[src/rtl/uart_pkg.sv]
// Shared definitions for the board UART: transmit FSM states, parity modes
// and host access codes used by both the transmit and receive halves.
package uart_pkg;

  typedef enum logic [2:0] {
    IDLE   = 3'd0,
    START  = 3'd1,
    DATA   = 3'd2,
    PARITY = 3'd3,
    STOP   = 3'd4
  } tx_state_t;

  localparam int PARITY_MODE_EVEN = 0;
  localparam int PARITY_MODE_ODD  = 1;

  // Host strobe levels: the write strobe is active-low, so a low level means write.
  localparam logic MODE_WRITE = 1'b0;
  localparam logic MODE_READ  = 1'b1;

  // Parity over the low data_bits of a byte; odd mode inverts the XOR.
  function automatic logic parity_bit(input logic [7:0] data, input int data_bits,
                                      input int odd);
    logic p;
    p = (odd == PARITY_MODE_ODD);
    for (int i = 0; i < 8; i++) begin
      if (i < data_bits) p = p ^ data[i];
    end
    return p;
  endfunction

endpackage

[src/rtl/uart_baud_gen.sv]
// Bit-period counter: counts 0..CLK_DIV-1 and flags the last cycle of each bit.
// Holding restart high parks the counter at 0 so the next bit starts cleanly.
module uart_baud_gen #(
  parameter int CLK_DIV = 16
) (
  input  logic clk,
  input  logic rst,
  input  logic restart,
  output logic tick
);

  localparam int CW = (CLK_DIV > 1) ? $clog2(CLK_DIV) : 1;
  localparam logic [CW-1:0] LAST = CW'(CLK_DIV - 1);

  logic [CW-1:0] count_reg;

  always_ff @(posedge clk) begin
    if (!rst || restart) begin
      count_reg <= '0;
    end else if (count_reg == LAST) begin
      count_reg <= '0;
    end else begin
      count_reg <= count_reg + CW'(1);
    end
  end

  assign tick = (count_reg == LAST);

endmodule

[src/rtl/uart_tx_core.sv]
// UART transmitter: host byte into THR, moved to TSR and serialized on sdo as
// start, LSB-first data, optional parity and stop bit(s).
module uart_tx_core
  import uart_pkg::*;
#(
  parameter int CLK_DIV    = 16,
  parameter int DATA_BITS  = 8,
  parameter int PARITY_EN  = 0,
  parameter int PARITY_ODD = 0,
  parameter int STOP_BITS  = 1
) (
  input  logic       clk,
  input  logic       rst,
  input  logic       wrn,
  input  logic [7:0] data_in,
  output logic       tbre,
  output logic       tsre,
  output logic       overrun,
  output logic       sdo
);

  localparam int BCW = $clog2(DATA_BITS + 1);
  localparam logic [BCW-1:0] LAST_DATA = BCW'(DATA_BITS - 1);
  localparam logic [BCW-1:0] LAST_STOP = BCW'(STOP_BITS - 1);

  tx_state_t            state_reg;
  logic                 wrn_q;
  logic [7:0]           thr_reg;
  logic [DATA_BITS-1:0] tsr_reg;
  logic                 parity_reg;
  logic [BCW-1:0]       bit_cnt_reg;
  logic                 tbre_reg;
  logic                 tsre_reg;
  logic                 overrun_reg;
  logic                 sdo_reg;

  logic tick;
  logic write_det;
  logic stop_end;
  logic load;

  uart_baud_gen #(
    .CLK_DIV(CLK_DIV)
  ) u_baud (
    .clk    (clk),
    .rst    (rst),
    .restart(state_reg == IDLE),
    .tick   (tick)
  );

  assign write_det = (wrn == MODE_WRITE) && (wrn_q == MODE_READ);
  assign stop_end  = (state_reg == STOP) && tick && (bit_cnt_reg == LAST_STOP);
  // Transfer decisions use the registered tbre, so a write landing on the
  // same edge as a THR->TSR move still sees a full THR and is rejected.
  assign load      = !tbre_reg && ((state_reg == IDLE) || stop_end);

  always_ff @(posedge clk) begin
    if (!rst) begin
      state_reg   <= IDLE;
      wrn_q       <= 1'b1;
      thr_reg     <= '0;
      tsr_reg     <= '0;
      parity_reg  <= 1'b0;
      bit_cnt_reg <= '0;
      tbre_reg    <= 1'b1;
      tsre_reg    <= 1'b1;
      overrun_reg <= 1'b0;
      sdo_reg     <= 1'b1;
    end else begin
      wrn_q       <= wrn;
      overrun_reg <= 1'b0;

      if (write_det) begin
        if (tbre_reg) begin
          thr_reg  <= data_in;
          tbre_reg <= 1'b0;
        end else begin
          overrun_reg <= 1'b1;
        end
      end

      if (load) begin
        tsr_reg    <= thr_reg[DATA_BITS-1:0];
        parity_reg <= parity_bit(thr_reg, DATA_BITS, PARITY_ODD);
        tbre_reg   <= 1'b1;
        tsre_reg   <= 1'b0;
      end

      case (state_reg)
        IDLE: begin
          sdo_reg <= 1'b1;
          if (load) begin
            state_reg <= START;
            sdo_reg   <= 1'b0;
          end
        end
        START: begin
          if (tick) begin
            state_reg   <= DATA;
            bit_cnt_reg <= '0;
            sdo_reg     <= tsr_reg[0];
          end
        end
        DATA: begin
          if (tick) begin
            if (bit_cnt_reg == LAST_DATA) begin
              bit_cnt_reg <= '0;
              if (PARITY_EN != 0) begin
                state_reg <= PARITY;
                sdo_reg   <= parity_reg;
              end else begin
                state_reg <= STOP;
                sdo_reg   <= 1'b1;
              end
            end else begin
              bit_cnt_reg <= bit_cnt_reg + BCW'(1);
              tsr_reg     <= tsr_reg >> 1;
              sdo_reg     <= tsr_reg[1];
            end
          end
        end
        PARITY: begin
          if (tick) begin
            state_reg   <= STOP;
            bit_cnt_reg <= '0;
            sdo_reg     <= 1'b1;
          end
        end
        STOP: begin
          if (tick) begin
            if (bit_cnt_reg == LAST_STOP) begin
              bit_cnt_reg <= '0;
              // A waiting THR byte starts its frame with no idle gap.
              if (load) begin
                state_reg <= START;
                sdo_reg   <= 1'b0;
              end else begin
                state_reg <= IDLE;
                tsre_reg  <= 1'b1;
              end
            end else begin
              bit_cnt_reg <= bit_cnt_reg + BCW'(1);
            end
          end
        end
        default: begin
          state_reg <= IDLE;
          sdo_reg   <= 1'b1;
        end
      endcase
    end
  end

  assign tbre    = tbre_reg;
  assign tsre    = tsre_reg;
  assign overrun = overrun_reg;
  assign sdo     = sdo_reg;

endmodule
[config.mk]
export PLATFORM = sky130hd
export DESIGN_NAME = uart_tx_core
export DESIGN_NICKNAME = d
export VERILOG_FILES = /design/src/rtl/uart_pkg.sv /design/src/rtl/uart_baud_gen.sv /design/src/rtl/uart_tx_core.sv
export SDC_FILE = /design/constraint.sdc
export NUM_CORES = 1
export LEC_CHECK = 0
export ABC_CLOCK_PERIOD_IN_PS = 2400
export CAP_MARGIN = 20
export CORE_MARGIN = 10
export CORE_UTILIZATION = 55
export DETAILED_ROUTE_END_ITERATION = 16
export PLACE_DENSITY = 0.75
export SLEW_MARGIN = 20
export SYNTH_ARGS = -nofsm -noshare
export SYNTH_HDL_FRONTEND = slang
export SYNTH_SLANG_ARGS = --single-unit
[constraint.sdc]
create_clock -name clk -period 2.4 [get_ports clk]
set_input_delay 0.24 -clock clk [delete_from_list [all_inputs] [get_ports clk]]
set_output_delay 0.24 -clock clk [all_outputs]
set_load 0.005 [all_outputs]
==> metrics.txt, run 1 <==
area grow syn2layout=12.9%; most numerous cell in the Yosys netlist=dfxtp_1; drt wl/cell=15.2 um; Synth top area share=42.1%; Num CTS Buffers=5; prevailing post-synth register cell=dfxtp_1; Initial Util=56.2%; Yosys top cell by area=dfxtp_1; Synth Area in Compound Gates=21.0%; synth cell count leaders=dfxtp_1 (32), o21ai_0 (19), nand3_1 (14); WL final=3.32 mm; row count=19; Buf+Inv Stages, Crit Path=0; layout cells sized above 1=10.2%; final hold violation count=0; gp weighted congestion=0.921; CTS tree=done; Setup crit start kind=register; CTS Root Cell=clkbuf_4; vias in the first global route=1318; EDFF count, synth=0; mux cell area share after synthesis=5.92%; Critical Path, Cell by Cell=ha_1 -> and3b_1 -> or4_1 -> o21ai_0 -> a31oi_1; initial antenna violation count=0; DRT antenna net count=0; hold wc startpoint=u_baud.count_reg[0]; XOR/XNOR share of the synthesized area=1.15%; syn nets=188; f_max=495 MHz; DIE HEIGHT=72.6 um; Die W=72.6 um; adder-cell area share of the yosys netlist=2.47%; crit path max-delay cell type=or4_1; slew margin rel.=60.7%; # diodes=0; vias=1317; Synthesis Warnings=0; worst min-delay path class=reg2reg; core area=2710 um2; Worst Path Arrival=2220 ps; # hold bufs at CTS=0; fin. max-slew vios=0; simple-gate area share of the yosys netlist=21.5%; Clock Skew=6.93 ps; Syn Area/Cell=8.75 um2; VDD IR max=0.000455 V; Worst Path Class, Setup=reg2reg; # IOs=15; Non-Filler Instances=218; outcome=finished, final reports clean; fin nets=200; largest net degree at the start of global routing=17; Synth Register Bits=32; Die ar.=5270 um2; Synth area leaders=dfxtp_1 (42%), o21ai_0 (6.2%), mux2i_1 (5.9%); Max Cap Viol=0; Syn Inst Count=174; worst-margin pin slew=589 ps; DP HPWL=2.42 mm; Final Setup Violations=0; post-cts sizing count=0; worst hold path depth=1; DP Worst Slack=435 ps; H-tree level count=2; Worst Hold End=u_baud.count_reg[0]; Post-CTS Setup Bufs=0; GRT overflow=0; largest family of logic cells by synthesized area=simple AND/OR/NAND/NOR gates; Netlist cell types=45; r2r startpoint=bit_cnt_reg[0]; Worst EP required=2600 ps; Initial DRC Count=104; final worst slack=379 ps; global-route wire length before repair=5.62 mm; final period utilization=84.2%; Setup crit end kind=register; worst reg2reg path depth=5; post-synthesis sequential area ratio=42.1%; Inst Count DP=210; Clock Tree Buf Depth=2; clk_lat worst skew=340 ps; clk sink count=32; power per cell area=584 nW/um2; Synth Cell Area=1520 um2; top cell family by delay on the critical path=simple AND/OR/NAND/NOR gates; fillcell total=240; worst-path maximum fanout=15; Port Buffers=14; Max stage delay on crit path=730 ps; post-route minimum period=2020 ps; Leak=0.657 nW; Clock transition at path regs=90 ps; Vias/cell=6.04; Worst R2R End=tsr_reg[2]; GR Util All Layers=13.3%; reg2reg setup slack=380 ps; RSZ-0062 raised after global routing=false; setup_tns=0 ps; First-pass DRT Iterations=4; drt drc=0; Async SR Flop Fraction=0%
==> cells in the final DEF, fill, tap and decap left out, drive strengths merged, types with 6 or more instances in the layout <==
cell           netlist  routed
nand3               14      14
nor2                13      13
clkbuf               7       6
dfxtp               32      32
o21ai               22      22
inv                  6       6
a21oi                8       8
mux2i                9       9
a31oi                8       8
nand2                7       7
clkdlybuf4s50        0      14
==> through the flow <==
step	area [um2]	hold WS (ps)	total power, mW	utilization [%]
after CTS	1720	452	1.02	63.4
final	1720	452	1.00	63.4
after global routing	1720	490	1.05	63.4
after detailed placement	1660	438	0.696	61.2
after global placement	1660	430	0.691	61.2
after floorplan	1520	313	0.648	-
==> cell type report <==
class                      count  area (um2)  share of cell area, %
clock inverter                 2        10.0                  0.582
multi-input combinational    124         793                   46.1
clock buffer                   6        51.3                   2.98
tap                           31        38.8                   2.26
sequential                    32         641                   37.3
timing repair buffer          17         163                   9.46
inverter                       6        22.5                   1.31
==> logic make-up after synthesis <==
logic type               count (synthesis)
multiplexers                             9
buffers and inverters                   18
flip-flops                              32
AND/OR/NAND/NOR                         61
adder cells (fa/ha/maj)                  3
AO/OA/AOI/OAI                           49
XOR/XNOR                                 2
==> how the worst max path moves through the flow <==
stage                     depth (start not counted)  slack, ps      startpoint         end
after floorplan                                   7        670  bit_cnt_reg[0]  tsr_reg[6]
after global placement                            5        510  bit_cnt_reg[0]  tsr_reg[4]
after detailed placement                          5        430  bit_cnt_reg[0]  tsr_reg[3]
after CTS                                         5        410  bit_cnt_reg[0]  tsr_reg[3]
after global routing                              5        220  bit_cnt_reg[0]  tsr_reg[4]
final                                             5        380  bit_cnt_reg[0]  tsr_reg[2]
==> per-layer routing <==
layer / share of wire (%) / vias to the layer above / global-route usage, %
met5: 0 / - / 0
met4: 1.5 / 0 / 6.54
met3: 5.2 / 6 / 5.03
met2: 48 / 32 / 20.7
met1: 45 / 624 / 15.5
li1: - / 655 / -
==> power breakdown <==
group / internal [mW] / total [mW] / switching [mW]
clock: 0.139 / 0.321 / 0.182
combinational: 0.0587 / 0.112 / 0.0530
sequential: 0.553 / 0.572 / 0.0191
Power figures use the tool's default switching activity.
==> run 2: changes to the inputs <==
--- a/config.mk
+++ b/config.mk
@@ -5,12 +5,12 @@
 export SDC_FILE = /design/constraint.sdc
 export NUM_CORES = 1
 export LEC_CHECK = 0
-export ABC_CLOCK_PERIOD_IN_PS = 2400
+export ABC_CLOCK_PERIOD_IN_PS = 1700
 export CAP_MARGIN = 20
 export CORE_MARGIN = 10
-export CORE_UTILIZATION = 55
+export CORE_UTILIZATION = 50
 export DETAILED_ROUTE_END_ITERATION = 16
-export PLACE_DENSITY = 0.75
+export PLACE_DENSITY = 0.72
 export SLEW_MARGIN = 20
 export SYNTH_ARGS = -nofsm -noshare
 export SYNTH_HDL_FRONTEND = slang
==> constraint.sdc (replaced) <==
create_clock -name clk -period 1.7 [get_ports clk]
set_input_delay 0.17 -clock clk [delete_from_list [all_inputs] [get_ports clk]]
set_output_delay 0.17 -clock clk [all_outputs]
set_load 0.005 [all_outputs]
==> run 2 against run 1 <==
Sequential share of layout area down 3.7 points. Highest routed layer unchanged. Power increased by 56%. Fmax increased by 19%. First-iteration DRC count fell by 1.9%. Clock skew up 5.0 ps. Worst hold slack got worse by 35 ps. Global-route usage rose by 0.79 points. Sequential power is 41% higher. Setup slack got worse by 380 ps.
==> metrics.txt, run 2 (same netlist as run 1, synthesis figures left out) <==
worst-path maximum fanout=9 (-6); Leak=0.756 nW (+15%); placed inst area=1750 um2 (+5.7%); Worst Path Class, Setup=reg2reg; M2 GR Usage=21.0% (+0.24 points); worst reg2reg path depth=7 (+2); hold wc startpoint=data_in[4]; fin. max-slew vios=0 (unchanged); vias in the first global route=1273 (-3.4%); met3 usage=4.34% (-0.70 points); Initial Util=53.8% (-2.4 points); fillcell total=238 (-0.83%); commonest non-fill, non-tap cells in the layout=dfxtp_1 (27), clkdlybuf4s50_1 (14); GRT overflow=0 (unchanged); top cell family by delay on the critical path=simple AND/OR/NAND/NOR gates; GR Util All Layers=14.0% (+0.79 points); Die W=75.2 um (+3.5%); slew margin rel.=64.5% (+3.8 points); clk_lat worst skew=350 ps (about the same); Max Cap Viol=0 (unchanged); Net Sw Power=0.388 mW (+53%); post-route minimum period=1700 ps (-324 ps); global-route wire length before repair=6.13 mm (+9.1%); fin nets=213 (+6.5%); Port Buffers=14 (unchanged); outcome=finished, final reports clean; clk sink count=32 (unchanged); drt wl/cell=15.9 um (+4.2%); drt drc=0 (unchanged); final period utilization=99.9% (+16 points); r2r startpoint=bit_cnt_reg[0]; core area=2830 um2 (+4.4%); Min Hold Slack=417 ps (-35.1 ps); Max stage delay on crit path=410 ps (-320 ps); area grow syn2layout=26.7%; Clock Skew=11.9 ps (+4.98 ps); # hold bufs at CTS=0 (unchanged); largest net degree at the start of global routing=17 (unchanged); internal power=1.18 mW (+58%); Worst Path Arrival=1990 ps (-230 ps); CTS Root Cell=clkbuf_4; Vias/cell=5.82 (-3.7%); DRT antenna net count=0 (unchanged); GRT busiest layer=met2; CTS tree=done; Clock Power Share=37.3% (+5.3 points); row count=19 (unchanged); crit path max-delay cell type=or3b_4; reg2reg setup slack=2 ps (-380 ps); Worst R2R End=tsr_reg[5]; Initial DRC Count=102 (-1.9%); commonest non-fill, non-tap cell in the layout=dfxtp_1; Final Setup Violations=0 (unchanged); Worst EP required=1990 ps (-610 ps); met1 usage=18.5% (+3.0 points); Comb power frac=11.4% (+0.3 points); worst hold path depth=3 (+2); Worst Hold End=thr_reg[4]; Reg power frac=51.3% (-5.6 points); gp weighted congestion=0.903 (-2.0%); H-tree level count=2 (unchanged); f_max=589 MHz (+19%); final hold violation count=0 (unchanged); RSZ-0062 raised after global routing=true; DP HPWL=2.60 mm (+7.4%); Critical Path, Cell by Cell=inv_1 -> ha_1 -> or3b_4 -> o21ai_2 -> buf_6 -> nand3_1 -> a31oi_2; initial antenna violation count=0 (unchanged); Buf+Inv Stages, Crit Path=2 (+2); VDD IR max=0.000490 V (+7.7%); WL final=3.66 mm (+10%); Setup crit end kind=register; crit path from=bit_cnt_reg[0]; Net Sw Frac=24.7% (-0.60 points); power per cell area=814 nW/um2 (+39%); Die ar.=5650 um2 (+7.2%); DIE HEIGHT=75.2 um (+3.5%); # IOs=15 (unchanged); vias=1344 (+2.1%); Setup crit start kind=register; Final Instance Area=1930 um2 (+12%); First-pass DRT Iterations=4 (unchanged); Clock Tree Buf Depth=2 (unchanged); worst-margin pin slew=532 ps (-56.6 ps); # diodes=0 (unchanged); Clock transition at path regs=110 ps (+20 ps); worst min-delay path class=in2reg; layout cells sized above 1=23.0% (+13 points); Num CTS Buffers=5 (unchanged)
run 2: cell count changes in the layout (fill, tap and decap cells not counted), moves of 5 or more:
cell / change
buf_4: +10
o21ai_1: +5
dfxtp_1: -5
dfxtp_2: +5
o21ai_0: -6
run 2: worst min-delay path, stage by stage:
cell	delay, ps
clkdlybuf4s50_1	390
mux2i_1	120
nor2_1	50
run 2: final cells by class:
cell class,count,area (um2),share of cell area [%]
multi-input combinational,124,851,44.1
sequential,32,647,33.5
timing repair buffer,30,294,15.2
clock buffer,6,41.3,2.14
tap,31,38.8,2.01
clock inverter,2,35.0,1.82
inverter,6,22.5,1.17
run 2: worst max-delay path by stage:
stage                       to  depth (start not counted)
global route        tsr_reg[5]                          7
finish              tsr_reg[5]                          7
CTS                 tsr_reg[4]                          6
detailed placement  tsr_reg[5]                          7
global placement    tsr_reg[5]                          7
floorplan           tsr_reg[6]                          7
run 2: power by group through the flow:
stage / sequential, mW / combinational [mW] / clock (mW)
after CTS: 0.803 / 0.177 / 0.587
after global routing: 0.810 / 0.199 / 0.626
after detailed placement: 0.820 / 0.176 / 0
after floorplan: 0.812 / 0.103 / 0
after global placement: 0.818 / 0.170 / 0
final: 0.805 / 0.179 / 0.586
run 2: repair_timing:
item,in CTS,in global routing
setup endpoints to repair,8,12
gates resized for setup,3,22
gates cloned,0,1
endpoints found under the hold margin,0,0
setup buffers,0,0
pin swaps,0,2
run 2: per-layer routing:
layer	wire, um	up-vias
met5	0	-
met3	145	5
met4	33	0
li1	-	681
met1	1760	628
met2	1720	30
run 2: through the flow:
step	std cells	TNS [ps]	worst slack (ps)	utilization (%)	total power, mW
6_report	231	0	2.24	68.2	1.57
5_1_grt	231	-441	-81.2	68.2	1.64
4_1_cts	230	0	2.97	65.0	1.57
3_5_place_dp	222	-245	-57.0	62.0	0.995
3_3_place_gp	222	0	18.9	62.0	0.989
2_1_floorplan	174	0	9.48	-	0.914
